File: config.mk
export PLATFORM = sky130hd
export DESIGN_NAME = ifill_responder
export DESIGN_NICKNAME = d
export VERILOG_FILES = /design/src/rtl/ifill_responder_pkg.sv /design/src/rtl/ifill_rsp_fifo.sv /design/src/rtl/ifill_responder.sv
export SDC_FILE = /design/constraint.sdc
export NUM_CORES = 1
export LEC_CHECK = 0
export CAP_MARGIN = 30
export CELL_PAD_IN_SITES_DETAIL_PLACEMENT = 1
export CELL_PAD_IN_SITES_GLOBAL_PLACEMENT = 1
export CORE_MARGIN = 1.5
export CORE_UTILIZATION = 33
export DETAILED_ROUTE_END_ITERATION = 16
export HOLD_SLACK_MARGIN = 0.15
export PLACE_DENSITY = 0.82
export RECOVER_POWER = 25
export SLEW_MARGIN = 30
export SYNTH_ARGS = -nofsm -noshare
export SYNTH_HDL_FRONTEND = slang
export SYNTH_SLANG_ARGS = --single-unit
export TNS_END_PERCENT = 10
File: constraint.sdc
create_clock -name i_clock -period 3.7 [get_ports i_clock]
set_clock_uncertainty 0.2 [all_clocks]
set_input_delay 1.11 -clock i_clock [delete_from_list [all_inputs] [get_ports i_clock]]
set_output_delay 1.11 -clock i_clock [all_outputs]
set_load 0.01 [all_outputs]
File: src/rtl/ifill_responder_pkg.sv
// Shared configuration, FSM encoding and request/beat types for the I-cache line-fill responder.
package ifill_responder_pkg;
  localparam int unsigned CFG_ADDR_WIDTH = 32;
  localparam int unsigned CFG_DATA_WIDTH = 32;
  localparam int unsigned CFG_BLOCKS     = 4;
  localparam int unsigned IDX_WIDTH      = $clog2(CFG_BLOCKS);

  typedef enum logic [1:0] {ST_IDLE, ST_ISSUE, ST_DRAIN} state_t;

  typedef struct packed {
    logic [CFG_ADDR_WIDTH-1:0] addr;
  } req_t;

  typedef struct packed {
    logic [CFG_DATA_WIDTH-1:0] data;
    logic [IDX_WIDTH-1:0]      index;
    logic                      last;
  } beat_t;

  function automatic logic [CFG_ADDR_WIDTH-1:0] line_base(input logic [CFG_ADDR_WIDTH-1:0] addr);
    return addr & ~CFG_ADDR_WIDTH'(CFG_BLOCKS * 4 - 1);
  endfunction
endpackage

File: src/rtl/ifill_rsp_fifo.sv
// Show-ahead response FIFO: the head entry is visible on rdata whenever the FIFO is not empty.
module ifill_rsp_fifo #(
  parameter int unsigned DEPTH = 2,
  parameter type beat_t = logic,
  localparam int unsigned PTR_W = (DEPTH > 1) ? $clog2(DEPTH) : 1,
  localparam int unsigned CNT_W = $clog2(DEPTH + 1)
) (
  input  logic             i_clock,
  input  logic             i_reset,
  input  logic             push,
  input  beat_t            wdata,
  input  logic             pop,
  output beat_t            rdata,
  output logic [CNT_W-1:0] count,
  output logic             empty,
  output logic             full
);
  beat_t            mem_q [DEPTH];
  logic [PTR_W-1:0] wr_ptr_q, rd_ptr_q;

  function automatic logic [PTR_W-1:0] ptr_inc(input logic [PTR_W-1:0] ptr);
    return (ptr == PTR_W'(DEPTH - 1)) ? '0 : ptr + PTR_W'(1);
  endfunction

  always_ff @(posedge i_clock) begin
    if (i_reset) begin
      wr_ptr_q <= '0;
      rd_ptr_q <= '0;
      count    <= '0;
    end else begin
      if (push) wr_ptr_q <= ptr_inc(wr_ptr_q);
      if (pop)  rd_ptr_q <= ptr_inc(rd_ptr_q);
      case ({push, pop})
        2'b10:   count <= count + CNT_W'(1);
        2'b01:   count <= count - CNT_W'(1);
        default: ;
      endcase
    end
  end

  always_ff @(posedge i_clock) begin
    if (push) mem_q[wr_ptr_q] <= wdata;
  end

  assign rdata = mem_q[rd_ptr_q];
  assign empty = (count == '0);
  assign full  = (count == CNT_W'(DEPTH));
endmodule

File: src/rtl/ifill_responder.sv
// Critical-word-first I-cache line-fill responder in front of a fixed-latency instruction memory.
// BLOCKS and DATA_WIDTH must match the package configuration that sizes beat_t.
//   state    | meaning
//   ST_IDLE  | ready for a line-fill request
//   ST_ISSUE | issuing the BLOCKS word reads, gated by FIFO credit
//   ST_DRAIN | all reads issued, waiting for the last beat to be accepted
module ifill_responder
  import ifill_responder_pkg::*;
#(
  parameter int unsigned ADDR_WIDTH  = CFG_ADDR_WIDTH,
  parameter int unsigned DATA_WIDTH  = CFG_DATA_WIDTH,
  parameter int unsigned BLOCKS      = CFG_BLOCKS,
  parameter int unsigned MEM_LATENCY = 1,
  localparam int unsigned IDX_W      = $clog2(BLOCKS)
) (
  input  logic                  i_clock,
  input  logic                  i_reset,
  input  logic                  i_req_valid,
  input  logic [ADDR_WIDTH-1:0] i_req_addr,
  output logic                  o_req_ready,
  output logic                  o_rsp_valid,
  output logic [DATA_WIDTH-1:0] o_rsp_data,
  output logic [IDX_W-1:0]      o_rsp_index,
  output logic                  o_rsp_last,
  input  logic                  i_rsp_ready,
  output logic                  o_mem_rd,
  output logic [ADDR_WIDTH-1:0] o_mem_addr,
  input  logic [DATA_WIDTH-1:0] i_mem_rdata,
  output logic                  o_busy
);
  localparam int unsigned FIFO_DEPTH = MEM_LATENCY + 1;
  localparam int unsigned CNT_W      = $clog2(FIFO_DEPTH + 1);

  state_t                 state_q, state_d;
  req_t                   req;
  logic [ADDR_WIDTH-1:0]  base_q;
  logic [IDX_W-1:0]       start_q, rd_cnt_q, ret_cnt_q, rd_idx;
  logic [MEM_LATENCY-1:0] inflight_q;
  logic [CNT_W-1:0]       inflight_cnt, fifo_count;
  logic [CNT_W:0]         credit_used;
  logic                   req_fire, credit_ok, mem_rd, push, pop, fifo_empty, fifo_full;
  beat_t                  push_beat, head;

  assign req.addr    = i_req_addr;
  assign req_fire    = (state_q == ST_IDLE) && i_req_valid && !i_reset;
  assign o_req_ready = (state_q == ST_IDLE) && !i_reset;
  assign o_busy      = (state_q != ST_IDLE);

  always_comb begin
    inflight_cnt = '0;
    for (int i = 0; i < int'(MEM_LATENCY); i++) inflight_cnt = inflight_cnt + CNT_W'(inflight_q[i]);
  end

  // A pop in the same cycle frees its slot, which keeps beats back-to-back without backpressure.
  assign pop         = o_rsp_valid && i_rsp_ready;
  assign credit_used = (CNT_W+1)'(inflight_cnt) + (CNT_W+1)'(fifo_count) - (CNT_W+1)'(pop);
  assign credit_ok   = credit_used < (CNT_W+1)'(FIFO_DEPTH);

  always_comb begin
    state_d = state_q;
    mem_rd  = 1'b0;
    unique case (state_q)
      ST_IDLE:  if (req_fire) state_d = ST_ISSUE;
      ST_ISSUE: begin
        mem_rd = credit_ok;
        if (credit_ok && (rd_cnt_q == IDX_W'(BLOCKS - 1))) state_d = ST_DRAIN;
      end
      ST_DRAIN: if (pop && head.last) state_d = ST_IDLE;
      default:  state_d = ST_IDLE;
    endcase
  end

  always_ff @(posedge i_clock) begin
    if (i_reset) begin
      state_q    <= ST_IDLE;
      base_q     <= '0;
      start_q    <= '0;
      rd_cnt_q   <= '0;
      ret_cnt_q  <= '0;
      inflight_q <= '0;
    end else begin
      state_q    <= state_d;
      inflight_q <= (inflight_q << 1) | MEM_LATENCY'(mem_rd);
      if (req_fire) begin
        base_q    <= line_base(req.addr);
        start_q   <= req.addr[IDX_W+1:2];
        rd_cnt_q  <= '0;
        ret_cnt_q <= '0;
      end else begin
        if (mem_rd) rd_cnt_q  <= rd_cnt_q + IDX_W'(1);
        if (push)   ret_cnt_q <= ret_cnt_q + IDX_W'(1);
      end
    end
  end

  // Index arithmetic is IDX_W wide so the wrap stays inside the line.
  assign rd_idx     = start_q + rd_cnt_q;
  assign o_mem_rd   = mem_rd;
  assign o_mem_addr = mem_rd ? (base_q + (ADDR_WIDTH'(rd_idx) << 2)) : '0;

  assign push = inflight_q[MEM_LATENCY-1];
  always_comb begin
    push_beat       = '0;
    push_beat.data  = i_mem_rdata;
    push_beat.index = start_q + ret_cnt_q;
    push_beat.last  = (ret_cnt_q == IDX_W'(BLOCKS - 1));
  end

  ifill_rsp_fifo #(
    .DEPTH  (FIFO_DEPTH),
    .beat_t (beat_t)
  ) u_rsp_fifo (
    .i_clock (i_clock),
    .i_reset (i_reset),
    .push    (push),
    .wdata   (push_beat),
    .pop     (pop),
    .rdata   (head),
    .count   (fifo_count),
    .empty   (fifo_empty),
    .full    (fifo_full)
  );

  assign o_rsp_valid = !fifo_empty;
  assign o_rsp_data  = o_rsp_valid ? head.data  : '0;
  assign o_rsp_index = o_rsp_valid ? head.index : '0;
  assign o_rsp_last  = o_rsp_valid && head.last;

  assert property (@(posedge i_clock) disable iff (i_reset) !(push && fifo_full && !pop))
    else $error("ifill_responder: response FIFO overflow");
endmodule
==> flow_metrics.py <==
metrics = {
    "critical_path": {
        "r2r-start": "u_rsp_fifo.count[0]$_SDFFE_PP0P_",
        "r2r_cells": 8,
        "crit_path_cell_trace": "buf_8 -> and3b_2 -> buf_6 -> fa_1 -> and3b_2 -> buf_6 -> buf_12 -> and3_4 -> buf_6",
        "cp_common_cell": "buf_6",
        "critPathMaxFanout": 8,
        "worstPathRequired_ps": 2390,
        "crit_type": "primary input to output port",
        "setup.worst_path.end_class": "output port",
        "worst_path_max_delay_cell": "fa_1",
        "cpPeakStageDelay_ps": 520,
        "r2r_slack_ps": 1250,
        "arrival_ps": 2850,
        "critPathLaunch": "i_rsp_ready",
        "start_kind": "primary input",
        "r2r-end": "rd_cnt_q[0]$_SDFFE_PP0P_",
    },
    "detailed_routing": {
        "wirelength_um": 11700,
        "firstDrtPassIters": 4,
        "drtIter0Drc": 168,
        "viasPerCell": 4.88,
        "ant_nets": 0,
        "num_vias": 3159,
        "wl_per_cell_um": 18.1,
        "drcViolationCount": 0,
    },
    "status": {
        "violations": "negative setup slack",
        "status": "finished with violations",
    },
    "final_layout": {
        "antenna_cells": 0,
        "utilization": 0.503,
        "final_area_um2": 6630,
        "final_nets": 539,
        "drive_gt1_frac": 0.234,
        "instances_no_fill": 647,
        "synthToLayoutAreaGrowth_pct": 49.3,
    },
    "pwr": {
        "p_leak_uw": 0.00239,
        "p_per_area_nw_per_um2": 415,
        "ir_drop_mv": 0.217,
    },
    "logic_synthesis": {
        "synth_cells": 326,
        "syn_area_per_cell_um2": 13.6,
        "ys_ff_latch": 112,
        "synthDistinctLibCells": 34,
        "ys_warn_count": 0,
        "ys_seq_area_frac": 0.663,
        "synth_area_um2": 4440,
    },
    "global_route": {
        "grt_usage": 0.167,
        "antenna_found_initial": 1,
        "grt_pass1_vias": 3460,
        "overflow": 0,
        "grt_start_max_net_pins": 37,
        "grt_pass1_wl_um": 18100,
    },
    "clock_network": {
        "clock_path_buffers": 2,
        "clock-sinks": 112,
        "path_clk_slew_ps": 70,
        "cts_hold_buf": 0,
        "cts_buffers": 9,
        "htreeDepth": 3,
        "root_buffer": "clkbuf_16",
        "insertion_delay_ps": 360,
        "tritoncts": "done",
    },
    "timing": {
        "grt_setup_unrepaired": "yes",
        "worstMarginPinSlew_ps": 874,
        "finalCritPeriodShare": 1.12,
        "timing.final.ws_setup_ps": -461,
        "clock.fmax_mhz": 240,
        "relSlewSlack": 0.417,
        "timing.final.max_slew_violations": 0,
        "hold_viol": 0,
        "period_needed_ps": 4160,
        "finalSetupTns_ps": -13660,
        "finalSetupViolCount": 31,
    },
    "placement": {
        "dp_cells": 623,
        "place_congestion": 0.723,
        "place.port_buffers": 134,
        "place_hpwl_um": 7370,
        "place_area_um2": 6070,
    },
    "floorplan": {
        "io_pins": 139,
        "initial_core_util": 0.337,
        "placementRows": 42,
        "coreArea_um2": 13200,
        "dieWidth_um": 119,
        "die_area_um2": 14200,
        "fp.dieH_um": 119,
    },
    "worst_hold_path": {
        "hp-start": "base_q[19]$_SDFFE_PP0P_",
        "hold_path_depth": 1,
        "hold_end": "base_q[19]$_SDFFE_PP0P_",
        "hold_path_class": "register to register",
    },
    "run": {
        "max_cap_viol_count": 0,
    },
}
==> cell families after synthesis <==
logic type	share of synthesized area
flops	0.663
simple gates	0.112
compound gates	0.0718
mux	0.0834
buf+inv	0.0358
xor+xnor	0.0178
fa+ha+maj	0.0158
other cells	0.000844
==> worst max-delay path by stage <==
stage	slack [ps]	to	depth (start not counted)
CTS	-500	o_mem_addr[17]	9
global placement	-1150	o_mem_addr[29]	8
finish	-460	o_mem_addr[16]	9
global route	-500	o_mem_addr[8]	9
detailed placement	-1240	o_mem_addr[14]	8
floorplan	-70	o_mem_addr[22]	6
==> cells in the mapped netlist <==
library cell | number | area share
and2_1 | 1 | 0.0014
nor2_1 | 42 | 0.036
dfxtp_1 | 42 | 0.19
nor3_1 | 4 | 0.0045
nand3b_1 | 1 | 0.0017
nor2b_1 | 2 | 0.0028
a21oi_1 | 3 | 0.0034
xor2_1 | 3 | 0.0059
a22o_1 | 30 | 0.059
inv_1 | 2 | 0.0017
and2_4 | 1 | 0.0020
or3_1 | 2 | 0.0028
nand3_1 | 2 | 0.0023
or2_2 | 2 | 0.0028
conb_1 | 1 | 0.00084
mux2i_1 | 37 | 0.083
buf_2 | 10 | 0.011
nand2b_1 | 1 | 0.0014
ha_1 | 4 | 0.011
buf_6 | 5 | 0.013
nor2_2 | 1 | 0.0014
fa_1 | 1 | 0.0045
and3b_1 | 3 | 0.0059
o41ai_1 | 1 | 0.0020
clkbuf_1 | 8 | 0.0068
nand2_1 | 1 | 0.00084
xnor2_1 | 6 | 0.012
edfxtp_1 | 70 | 0.47
o21ai_0 | 5 | 0.0056
nor3_2 | 1 | 0.0023
and3_1 | 29 | 0.041
buf_4 | 2 | 0.0034
a21o_1 | 1 | 0.0017
nor3b_1 | 2 | 0.0034
==> cell type report <==
class | instances | area, um^2
clock buffer | 9 | 225
timing repair buffer | 153 | 1650
fill | 1296 | 6560
sequential | 112 | 2940
multi-input combinational | 188 | 1530
inverter | 2 | 7.51
tap | 176 | 220
clock inverter | 7 | 53.8
==> flip-flops by register name (all words and copies together), names as in the netlist, named ones only <==
register             count
state_q                  2
u_rsp_fifo.mem_q        70
u_rsp_fifo.rd_ptr_q      1
base_q                  28
u_rsp_fifo.wr_ptr_q      1
ret_cnt_q                2
start_q                  2
u_rsp_fifo.count         2
rd_cnt_q                 2
inflight_q               1
==> layer usage <==
metal | GRT usage | up-vias | part of all wire
li1 | - | 1476 | -
met4 | 0.0542 | 2 | 0.013
met1 | 0.193 | 1537 | 0.42
met2 | 0.287 | 131 | 0.49
met5 | 0 | - | 0.00077
met3 | 0.0623 | 13 | 0.076
==> power by group <==
group	total [uW]	internal [uW]	leakage (uW)	switching (uW)
Clock	937	466	0.000132	472
Combinational	392	225	0.00127	167
Sequential	1420	1390	0.000986	32.3
Total	2750	2080	0.00239	671
==> placed cells by master (no fill, tap or decap), drive strengths merged, types with 4 or more instances in the layout <==
cell and n:
a22o 30, and3 29, buf 51, clkbuf 9
clkdlybuf4s50 77, dfxtp 42, dlygate4sd3 25, edfxtp 70
ha 4, inv 6, mux2i 37, nor2 43
nor3 5, o21ai 5, xnor2 6
==> critical path: cells and delay by family <==
family / cells / cell delay (ps)
buf+inv: 5 / 580
fa+ha+maj: 1 / 520
simple gates: 3 / 620
==> timing repair <==
item	CTS	global route
cloned	3	0
setup endpoints to repair	31	31
gates resized for setup	185	3
endpoints found under the hold margin	0	0
buffers inserted	5	0
pin swaps	19	4
==> stage by stage <==
| step | setup WS (ps) | total power (uW) | hold WS, ps |
|---|---|---|---|
| floorplan | -67.4 | 1600 | 234 |
| global placement | -1150 | 1770 | 249 |
| detailed placement | -1240 | 1790 | 246 |
| CTS | -504 | 2780 | 286 |
| global route | -505 | 2860 | 297 |
| finish | -461 | 2750 | 283 |
Power figures use the tool's default switching activity.
==> variant, RTL diff (config.mk and constraints unchanged) <==
`CFG_BLOCKS`: 4 -> 8.
--- a/src/rtl/ifill_responder_pkg.sv
+++ b/src/rtl/ifill_responder_pkg.sv
@@ -4,3 +4,3 @@
   localparam int unsigned CFG_DATA_WIDTH = 32;
-  localparam int unsigned CFG_BLOCKS     = 4;
+  localparam int unsigned CFG_BLOCKS     = 8;
   localparam int unsigned IDX_WIDTH      = $clog2(CFG_BLOCKS);
Ports: changed (resized o_rsp_index); port bits go from 139 to 140. The function was not compared with the original's and may differ.
==> variant against the unedited design <==
  * The flow still finishes with violations (negative setup slack)
  * Routed wire length grew 3.5%
  * Area after synthesis increased by 5.3%
  * Design area is 8.5% higher
  * Register-to-register slack lost 0.03 ns
  * Synthesized cell count is 5.5% higher
  * Sequential cell count up 4
  * Setup slack improved by 0.012 ns
  * Utilization increased by 1.6 points
  * Power is 24% higher
  * Highest routed layer is now met4
==> variant: results (changes against the unedited design) <==
run_status:
  status: "finished, violations left"  # unchanged
  violations: "negative setup slack"  # unchanged
sta:
  final.setup.worst_slack_ns: -0.449  # was -0.461 ns
  timing.slew.headroom: 0.398  # was 0.417
  setup_violations: 31  # unchanged
global_routing:
  antenna_found_initial: 0  # was 1
  grt_pass1_vias: 3483  # was 3460
  grt_use_total: 0.170  # was 0.167
  grt_pass1_wl_mm: 18.6  # was 18.1 mm
  grt_max_degree: 38  # was 37
min_path:
  min_to: "base_q[7]$_SDFFE_PP0P_"  # was base_q[19]$_SDFFE_PP0P_
worst_setup_path:
  reg2reg_depth: 4  # was 8
  r2r_end: "u_rsp_fifo.mem_q[0][14]$_DFFE_PP_"  # was rd_cnt_q[0]$_SDFFE_PP0P_
  r2r_slack_ns: 1.22  # was 1.25 ns
  cp-endpoint: "o_mem_addr[31]"  # was o_mem_addr[16]
  worst-path-max-fanout: 5  # was 8
  cpPeakStageDelay_ns: 0.54  # was 0.52 ns
power:
  ir_worst_vdd_mv: 0.331  # was 0.217 mV
clocking:
  clk_pin_slew_ns: 0.05  # was 0.07 ns
  cts_inserted_buffers: 17  # was 9
synth:
  synth.distinct_cells: 38  # was 34
  yosysSeqAreaShare: 0.651  # was 0.663
  synth-edff-count: 72  # was 70
  synth_common_cells: "edfxtp_1 (72), nor2_1 (45), dfxtp_1 (44)"  # was edfxtp_1 (70), dfxtp_1 (42), nor2_1 (42)
  synthTopCellsByArea: "edfxtp_1 (46%), dfxtp_1 (19%), mux2i_1 (8.3%)"  # was edfxtp_1 (47%), dfxtp_1 (19%), mux2i_1 (8.3%)
  synth_cells: 344  # was 326
placed_design:
  place_inst: 653  # was 623
  dp_hpwl_mm: 8.04  # was 7.37 mm
cells_and_area:
  reg_top3: "u_rsp_fifo.mem_q (72), base_q (27)"  # was u_rsp_fifo.mem_q (70), base_q (28)
  finalNonFillerCells: 690  # was 647
  drive_gt1_frac: 0.243  # was 0.234
## variant: logic make-up (layout without fill, tap and decap cells)
group	Yosys count	after routing	synth area share
flops	116	116	0.651
simple gates	98	98	0.110
compound gates	42	42	0.0706
mux	39	39	0.0835
buf+inv	30	195	0.0366
fa+ha+maj	9	9	0.0289
xor+xnor	9	9	0.0185
other cells	1	2	0.000802
## variant: cell type report
type | count | area, sq um | share of cell area
Sequential cell | 116 | 3040 | 0.423
Timing Repair Buffer | 158 | 1670 | 0.232
Multi-Input combinational cell | 199 | 1640 | 0.228
Clock buffer | 18 | 429 | 0.0597
Tap cell | 180 | 225 | 0.0313
Clock inverter | 14 | 166 | 0.0231
Inverter | 5 | 18.8 | 0.00261
## variant: stage by stage
stage          TNS [ns]  hold slack [ns]  setup slack [ns]
2_1_floorplan     -2.45            0.234           -0.0923
3_3_place_gp     -36.08            0.257             -1.18
3_5_place_dp     -37.53            0.256             -1.24
4_1_cts          -12.24            0.280            -0.420
5_1_grt          -14.11            0.297            -0.491
6_report         -12.57            0.281            -0.449
## variant: repair_timing
| item | CTS | global route |
|---|---|---|
| gates cloned | 2 | 0 |
| setup buffers | 3 | 0 |
| resized for setup | 162 | 5 |
| setup endpoints to repair | 31 | 32 |
| pin swaps | 1 | 0 |
## variant: per-layer routing
| layer | wire [um] | track usage |
|---|---|---|
| met1 | 4870 | 0.188 |
| met2 | 6160 | 0.290 |
| met3 | 912 | 0.0735 |
| met4 | 168 | 0.0632 |
| met5 | 0 | 0 |
## variant: critical path, delay by kind of cell
kind | cells | cell delay, ns
and+or+nand+nor | 3 | 0.60
buffers and inverters | 5 | 0.58
adders and majority gates | 1 | 0.54
## variant: power breakdown
group	internal, uW	switching, uW	total (uW)
Sequential	1430	27.6	1450
Clock	1110	535	1640
Combinational	186	134	320
